<file path="src/rtl/wb_arb_pkg.sv">
// Shared definitions for the two-master Wishbone arbiter: grant state encoding
// and the default stall limit used by the optional watchdog.
package wb_arb_pkg;

  typedef enum logic [1:0] {
    ARB_IDLE = 2'd0,
    ARB_GNT0 = 2'd1,
    ARB_GNT1 = 2'd2
  } arb_state_e;

  localparam int DEF_TIMEOUT_CYCLES = 1024;

  // Wide enough for the largest legal stall limit (65535).
  localparam int WD_COUNT_WIDTH = 16;

endpackage

</file>
<file path="src/rtl/wb_stall_watchdog.sv">
// Stall watchdog for the arbiter: counts stalled strobe cycles, flags a timeout
// and holds an abort until the granted master ends its bus cycle.
module wb_stall_watchdog
  import wb_arb_pkg::*;
#(
  parameter int TIMEOUT_CYCLES = DEF_TIMEOUT_CYCLES
) (
  input  logic clk,
  input  logic reset,
  input  logic stall,
  input  logic grant_change,
  input  logic gnt_cyc,
  output logic timeout,
  output logic abort
);

  localparam logic [WD_COUNT_WIDTH-1:0] LIMIT = WD_COUNT_WIDTH'(TIMEOUT_CYCLES - 1);

  logic [WD_COUNT_WIDTH-1:0] count_reg;
  logic                      abort_reg;

  // Count holds the number of consecutive stalled cycles already seen, so the
  // timeout fires during the TIMEOUT_CYCLES-th stalled cycle.
  assign timeout = stall && !abort_reg && (count_reg == LIMIT);
  assign abort   = abort_reg;

  always_ff @(posedge clk or posedge reset) begin
    if (reset) begin
      count_reg <= '0;
      abort_reg <= 1'b0;
    end else begin
      if (grant_change || !stall) begin
        count_reg <= '0;
      end else begin
        count_reg <= count_reg + 1'b1;
      end

      if (!gnt_cyc) begin
        abort_reg <= 1'b0;
      end else if (timeout) begin
        abort_reg <= 1'b1;
      end
    end
  end

endmodule

</file>
<file path="src/rtl/wb_arbiter_2m.sv">
// Two-master round-robin Wishbone arbiter sharing one slave port; grants are held
// for a whole cyc. Optional stall watchdog enabled by defining WB_ARB_TIMEOUT_EN.
module wb_arbiter_2m
  import wb_arb_pkg::*;
#(
  parameter int ADDR_WIDTH     = 32,
  parameter int DATA_WIDTH     = 32,
  parameter int TIMEOUT_CYCLES = DEF_TIMEOUT_CYCLES
) (
  input  logic                      clk,
  input  logic                      reset,

  input  logic [ADDR_WIDTH-1:0]     m0_adr,
  input  logic [DATA_WIDTH-1:0]     m0_dat_w,
  input  logic [DATA_WIDTH/8-1:0]   m0_sel,
  input  logic                      m0_we,
  input  logic                      m0_cyc,
  input  logic                      m0_stb,
  output logic [DATA_WIDTH-1:0]     m0_dat_r,
  output logic                      m0_ack,
  output logic                      m0_err,

  input  logic [ADDR_WIDTH-1:0]     m1_adr,
  input  logic [DATA_WIDTH-1:0]     m1_dat_w,
  input  logic [DATA_WIDTH/8-1:0]   m1_sel,
  input  logic                      m1_we,
  input  logic                      m1_cyc,
  input  logic                      m1_stb,
  output logic [DATA_WIDTH-1:0]     m1_dat_r,
  output logic                      m1_ack,
  output logic                      m1_err,

  output logic [ADDR_WIDTH-1:0]     s_adr,
  output logic [DATA_WIDTH-1:0]     s_dat_w,
  output logic [DATA_WIDTH/8-1:0]   s_sel,
  output logic                      s_we,
  output logic                      s_cyc,
  output logic                      s_stb,
  input  logic [DATA_WIDTH-1:0]     s_dat_r,
  input  logic                      s_ack,
  input  logic                      s_err
);

  if (TIMEOUT_CYCLES < 2 || TIMEOUT_CYCLES > 65535) begin : g_bad_timeout
    $error("wb_arbiter_2m: TIMEOUT_CYCLES must be within 2..65535");
  end

  arb_state_e state_reg, state_next;
  logic       prio_reg, prio_next;

  logic       abort;
  logic       wd_timeout;
  logic       bus_cyc;
  logic       bus_stb;
  logic       gnt0;
  logic       gnt1;

  assign gnt0 = (state_reg == ARB_GNT0);
  assign gnt1 = (state_reg == ARB_GNT1);

  always_ff @(posedge clk or posedge reset) begin
    if (reset) begin
      state_reg <= ARB_IDLE;
      prio_reg  <= 1'b0;
    end else begin
      state_reg <= state_next;
      prio_reg  <= prio_next;
    end
  end

  always_comb begin
    state_next = state_reg;
    prio_next  = prio_reg;
    case (state_reg)
      ARB_IDLE: begin
        if (m0_cyc && (!m1_cyc || !prio_reg)) begin
          state_next = ARB_GNT0;
        end else if (m1_cyc) begin
          state_next = ARB_GNT1;
        end
      end
      ARB_GNT0: begin
        if (!m0_cyc) begin
          state_next = m1_cyc ? ARB_GNT1 : ARB_IDLE;
        end
      end
      ARB_GNT1: begin
        if (!m1_cyc) begin
          state_next = m0_cyc ? ARB_GNT0 : ARB_IDLE;
        end
      end
      default: state_next = ARB_IDLE;
    endcase

    // Every fresh grant hands the next tie to the other master.
    if (state_next != state_reg) begin
      if (state_next == ARB_GNT0) begin
        prio_next = 1'b1;
      end else if (state_next == ARB_GNT1) begin
        prio_next = 1'b0;
      end
    end
  end

  always_comb begin
    s_adr   = '0;
    s_dat_w = '0;
    s_sel   = '0;
    s_we    = 1'b0;
    bus_cyc = 1'b0;
    bus_stb = 1'b0;
    case (state_reg)
      ARB_GNT0: begin
        s_adr   = m0_adr;
        s_dat_w = m0_dat_w;
        s_sel   = m0_sel;
        s_we    = m0_we;
        bus_cyc = m0_cyc & ~abort;
        bus_stb = m0_stb & m0_cyc & ~abort;
      end
      ARB_GNT1: begin
        s_adr   = m1_adr;
        s_dat_w = m1_dat_w;
        s_sel   = m1_sel;
        s_we    = m1_we;
        bus_cyc = m1_cyc & ~abort;
        bus_stb = m1_stb & m1_cyc & ~abort;
      end
      default: ;
    endcase
  end

  assign s_cyc    = bus_cyc;
  assign s_stb    = bus_stb;
  assign m0_dat_r = s_dat_r;
  assign m1_dat_r = s_dat_r;

  // Gating with bus_cyc also discards a late slave ack once abort is set.
  assign m0_ack = gnt0 & s_ack & bus_cyc;
  assign m1_ack = gnt1 & s_ack & bus_cyc;
  assign m0_err = gnt0 & ((s_err & bus_cyc) | wd_timeout);
  assign m1_err = gnt1 & ((s_err & bus_cyc) | wd_timeout);

`ifdef WB_ARB_TIMEOUT_EN
  logic gnt_cyc;
  logic stall;

  assign gnt_cyc = (gnt0 & m0_cyc) | (gnt1 & m1_cyc);
  assign stall   = bus_cyc & bus_stb & ~s_ack & ~s_err;

  wb_stall_watchdog #(
    .TIMEOUT_CYCLES (TIMEOUT_CYCLES)
  ) u_watchdog (
    .clk          (clk),
    .reset        (reset),
    .stall        (stall),
    .grant_change (state_next != state_reg),
    .gnt_cyc      (gnt_cyc),
    .timeout      (wd_timeout),
    .abort        (abort)
  );
`else
  assign abort      = 1'b0;
  assign wd_timeout = 1'b0;
`endif

endmodule

</file>
<file path="config.mk">
export PLATFORM = sky130hd
export DESIGN_NAME = wb_arbiter_2m
export DESIGN_NICKNAME = d
export VERILOG_FILES = /design/src/rtl/wb_arb_pkg.sv /design/src/rtl/wb_stall_watchdog.sv /design/src/rtl/wb_arbiter_2m.sv
export SDC_FILE = /design/constraint.sdc
export NUM_CORES = 1
export LEC_CHECK = 0
export ABC_AREA = 0
export CAP_MARGIN = 40
export CORE_AREA = 4 4 121 123
export DETAILED_ROUTE_END_ITERATION = 7
export DIE_AREA = 0 0 125 127
export PLACE_DENSITY = 0.53
export SKIP_CTS_REPAIR_TIMING = 1
export SYNTH_ARGS = -nofsm -noshare
export SYNTH_HDL_FRONTEND = slang
export SYNTH_SLANG_ARGS = --single-unit
</file>
<file path="constraint.sdc">
create_clock -name clk -period 3.7 [get_ports clk]
set_input_delay 0.555 -clock clk [delete_from_list [all_inputs] [get_ports clk]]
set_output_delay 0.555 -clock clk [all_outputs]
set_load 0.02 [all_outputs]
</file>
======== Yosys cells after proc, flatten, opt, wreduce, memory -nomap -nowiden ========
Cells that the tools add are included.
storage, ports and cells
  flip-flop bits (word level) ............. 3
  output and inout port bits .............. 139
cells by class
  eq/ne operators ......................... 5
  muxes and demuxes ....................... 15
  bitwise gates (word level) .............. 9
  reduce and logical (&&, ||, !) cells .... 7
operators by type and width
  kind                  number
  $pmux W32 S2          2
  $mux W2               5
  $and A1 B1 Y1         9
  $pmux W4 S2           1
  $pmux W1 S2           3
  $pmux W2 S3           1
  $eq A2 B1 Y1 const B  2
  $eq A2 B2 Y1 const B  2
  $mux W1               3
  $logic_not A1 Y1      2
  $logic_not A2 Y1      1
  $ne A2 B2 Y1          1
  $reduce_and A2 Y1     1
  $reduce_bool A2 Y1    1
  $logic_and A1 B1 Y1   1
  $logic_or A1 B1 Y1    1

======== Depth between registers and ports, before layout ========
  depth after elaboration ................. 8
  mapped depth ............................ 10
  depth with buffers taken out ............ 9

======== Least setup slack after synthesis ========
Ideal clock, no wire load.
  kind .................................... register to output
  start point ............................. reg state_reg[0]
  end point ............................... out s_stb
  data arrival time ....................... 1.730 ns
  required time ........................... 3.145 ns
  slack ................................... 1.415 ns
  cell stages (with the launch flop) ...... 7
  path buffers ............................ 2
  cell sequence ........................... dfrtp_1 inv_1 ha_1 buf_2 clkbuf_1 nand3_1 a21boi_0
on the way
  longest elaborated chain between the ends .. 2
  elaborated cells on any way between the ends .. 3
  those cells by class .................... eq/ne: 2; mux: 1
RTL lines
  item                                                 line                  text
  start: declaration                                   wb_arbiter_2m.sv:48   arb_state_e state_reg, state_next;
  start signal: assignment                             wb_arbiter_2m.sv:66   state_reg <= state_next;
  $eq A2 B2 Y1 / $eq A2 B1 Y1 (equally long branches)  wb_arbiter_2m.sv:112  case (state_reg)
  $pmux W1 S2 (*)                                      wb_arbiter_2m.sv:112
  end: declaration                                     wb_arbiter_2m.sv:38   output logic s_stb,
Mark *: on every way between the ends. The rest lies on a longest branch, timed or not.

======== Final worst setup path ========
  start point ............................. reg state_reg[0]
  end point ............................... out s_dat_w[30]
on the way
  longest elaborated chain between the ends .. 2
  elaborated cells on any way between the ends .. 3
  those cells by class .................... eq/ne: 2; mux: 1
RTL lines
  item                                                 line                  text
  $eq A2 B2 Y1 / $eq A2 B1 Y1 (equally long branches)  wb_arbiter_2m.sv:112
  $pmux W32 S2 (*)                                     wb_arbiter_2m.sv:112
  end: declaration                                     wb_arbiter_2m.sv:34   output logic [DATA_WIDTH-1:0] s_dat_w,
Marks and branches as above.

==> run_results.csv <==
group,metric,value,unit
sta,clock.fmax,0.315,GHz
detailed_routing,dr.first_iter.drc_count,117,
die,std_cell_rows,43,
cells_and_area,largest_register_ffs,2,
critical_path,max_stage_delay,670,ps
critical_path,start_kind,"flop",
die,die_y,127,um
grt,antenna_found_initial,0,
die,die_area,0.0159,mm2
sta,period_minus_slack,3180,ps
critical_path,endpoint_kind,"output port",
clock_network,cts_root_buffer,"clkbuf_16",
synth,syn_avg_cell_area,7.02,um2
sta,drv_slew,0,
die,pin_count,317,
synth,ys_warn_count,0,
cells_and_area,fin_cells,590,
clock_network,cts_buffers,3,
sta,setup_viol,0,
min_path,hp-class,"input port to async pin",
die,coreArea,0.0137,mm2
synth,async_flop_share,1.00,
clock_network,cts_max_level,1,
placed_design,dpl_cell_area,0.00380,mm2
detailed_routing,wl_per_cell,16.1,um
power_and_ir_drop,vdd_ir_drop_max,0.000351,V
grt,grt_pass1_wl,13.7,mm
die,die_x,125,um
grt,first_global_vias,2553,
critical_path,crit_fanout,37,
sta,setup_ws,521,ps
sta,rsz0062_at_grt,"false",
cells_and_area,layout_common_cells,"220 x clkdlybuf4s50_1, 70 x a22oi_1, 69 x nor2b_1, 5 x nand2_1, 5 x inv_1",
synth,syn_area,0.00188,mm2
die,start_util,0.138,
placed_design,placed_cells,586,
synth,ys_ff_latch,3,
critical_path,cp_data_required_time,3140,ps
synth,synth_cell_types,27,
synth,syn-num-nets,452,
flow_run,maxCapViolCount,0,
detailed_routing,via_count,2443,
placed_design,place_ws,767,ps
clock_network,clockBufferDepth,2,
detailed_routing,avgViaCountPerCell,4.14,
sta,setup_tns,0,ps
critical_path,crit_path_cell_trace,"inv_1 -> ha_2 -> buf_12 -> nor2b_1 -> clkdlybuf4s50_1",
synth,synth-edff-count,0,
synth,netlist_instances,268,
detailed_routing,dr.pass1.iters,4,
power_and_ir_drop,power,2.38,mW
clock_network,cts.sinks,3,
synth,ys.flop_type,"dfrtp_1",
cells_and_area,num_antenna_cells,0,
detailed_routing,drc,0,
cells_and_area,final_nets,595,
placed_design,routabilityCongestion,0.869,
grt,grt.overflow.total,0,
sta,holdWs,521,ps
placed_design,place_hpwl,7.83,mm
critical_path,cp.arrival,2620,ps
sta,worst_pin_slew,518,ps
cells_and_area,syn_to_final_growth,106,%
clock_network,clock_latency,220,ps
cells_and_area,fin_area,0.00387,mm2
sta,hold_viol,0,
critical_path,r2r_cells,10,
cells_and_area,drive_gt1_frac,0.0341,
placed_design,port_buffers,220,
sta,fin_crit_sh,0.859,
synth,yosysSeqAreaShare,0.0399,
sta,skew,0.521,ps
status,outcome,"finished clean",
cells_and_area,fillers,1448,
cells_and_area,final_core_util,0.284,
detailed_routing,ant_nets,0,
sta,maxSlewHeadroom,0.654,
power_and_ir_drop,p_leak,1.31,nW
power_and_ir_drop,powerDensity,615,mW/mm2
critical_path,worstSetupPathType,"flop to output port",
clock_network,clkTransAtPathRegs,30,ps
grt,grt_use_total,0.105,
cells_and_area,final_common_cell,"clkdlybuf4s50_1",
grt,grt_max_degree,46,
detailed_routing,totalWireLength,9.52,mm
clock_network,cts_tree,"yes",
critical_path,worst_path_max_delay_cell,"ha_2",
## cell type report
type | instances | area, um2 | share of cell area
inverter | 5 | 18.8 | 0.00484
clock buffer | 4 | 78.8 | 0.0203
timing repair buffer | 225 | 2250 | 0.581
tap | 180 | 225 | 0.0581
sequential | 3 | 75.1 | 0.0194
multi-input combinational | 173 | 1220 | 0.316
## critical path: cells and delay by family (launching register included)
kind | cells | cell delay [ps]
adder cells (fa/ha/maj) | 1 | 670
AND/OR/NAND/NOR | 1 | 210
flip-flops | 1 | 490
buffers and inverters | 3 | 1000
## cell families after synthesis
family,after synthesis,synth area share
xor+xnor,1,0.00466
fa+ha+maj,6,0.0399
flops,3,0.0399
simple gates,85,0.272
mux,2,0.0113
compound gates,79,0.319
buf+inv,92,0.313
## metal layers
metal  part of all wire  vias to the layer above  global-route usage
met3               0.10                       10              0.0389
met2               0.54                      179               0.207
met1               0.35                     1092               0.105
li1                   -                     1162                   -
met5                  0                        -                   0
met4              0.011                        0              0.0191
## final timing paths
kind / start / slack, ps / end
worst max-delay path: state_reg[0] / 520 / s_dat_w[30]
worst min-delay path: reset / 520 / prio_reg
worst max register to register: state_reg[1] / 1070 / prio_reg
worst min register to register: prio_reg / 520 / prio_reg
max in group asynchronous: reset / 3040 / state_reg[1]
min in group clk: prio_reg / 520 / prio_reg
## synthesized netlist by cell type, types with 2 or more instances
library cell | instances | share of area
a22oi_1 | 70 | 0.28
nor2b_1 | 69 | 0.23
buf_4 | 64 | 0.26
clkbuf_1 | 14 | 0.028
buf_1 | 7 | 0.014
ha_1 | 6 | 0.040
inv_1 | 5 | 0.010
nand2_1 | 5 | 0.010
and3_1 | 4 | 0.013
dfrtp_1 | 3 | 0.040
nor2_1 | 3 | 0.0060
buf_2 | 2 | 0.0053
nand3_1 | 2 | 0.0053
## power by group
group	switching [mW]	internal (mW)	total, mW
clock network	0.0293	0.142	0.171
logic	1.08	1.06	2.14
registers	0.0237	0.0473	0.0710
total	1.13	1.25	2.38
No activity file was read; power rests on OpenSTA's default activity.
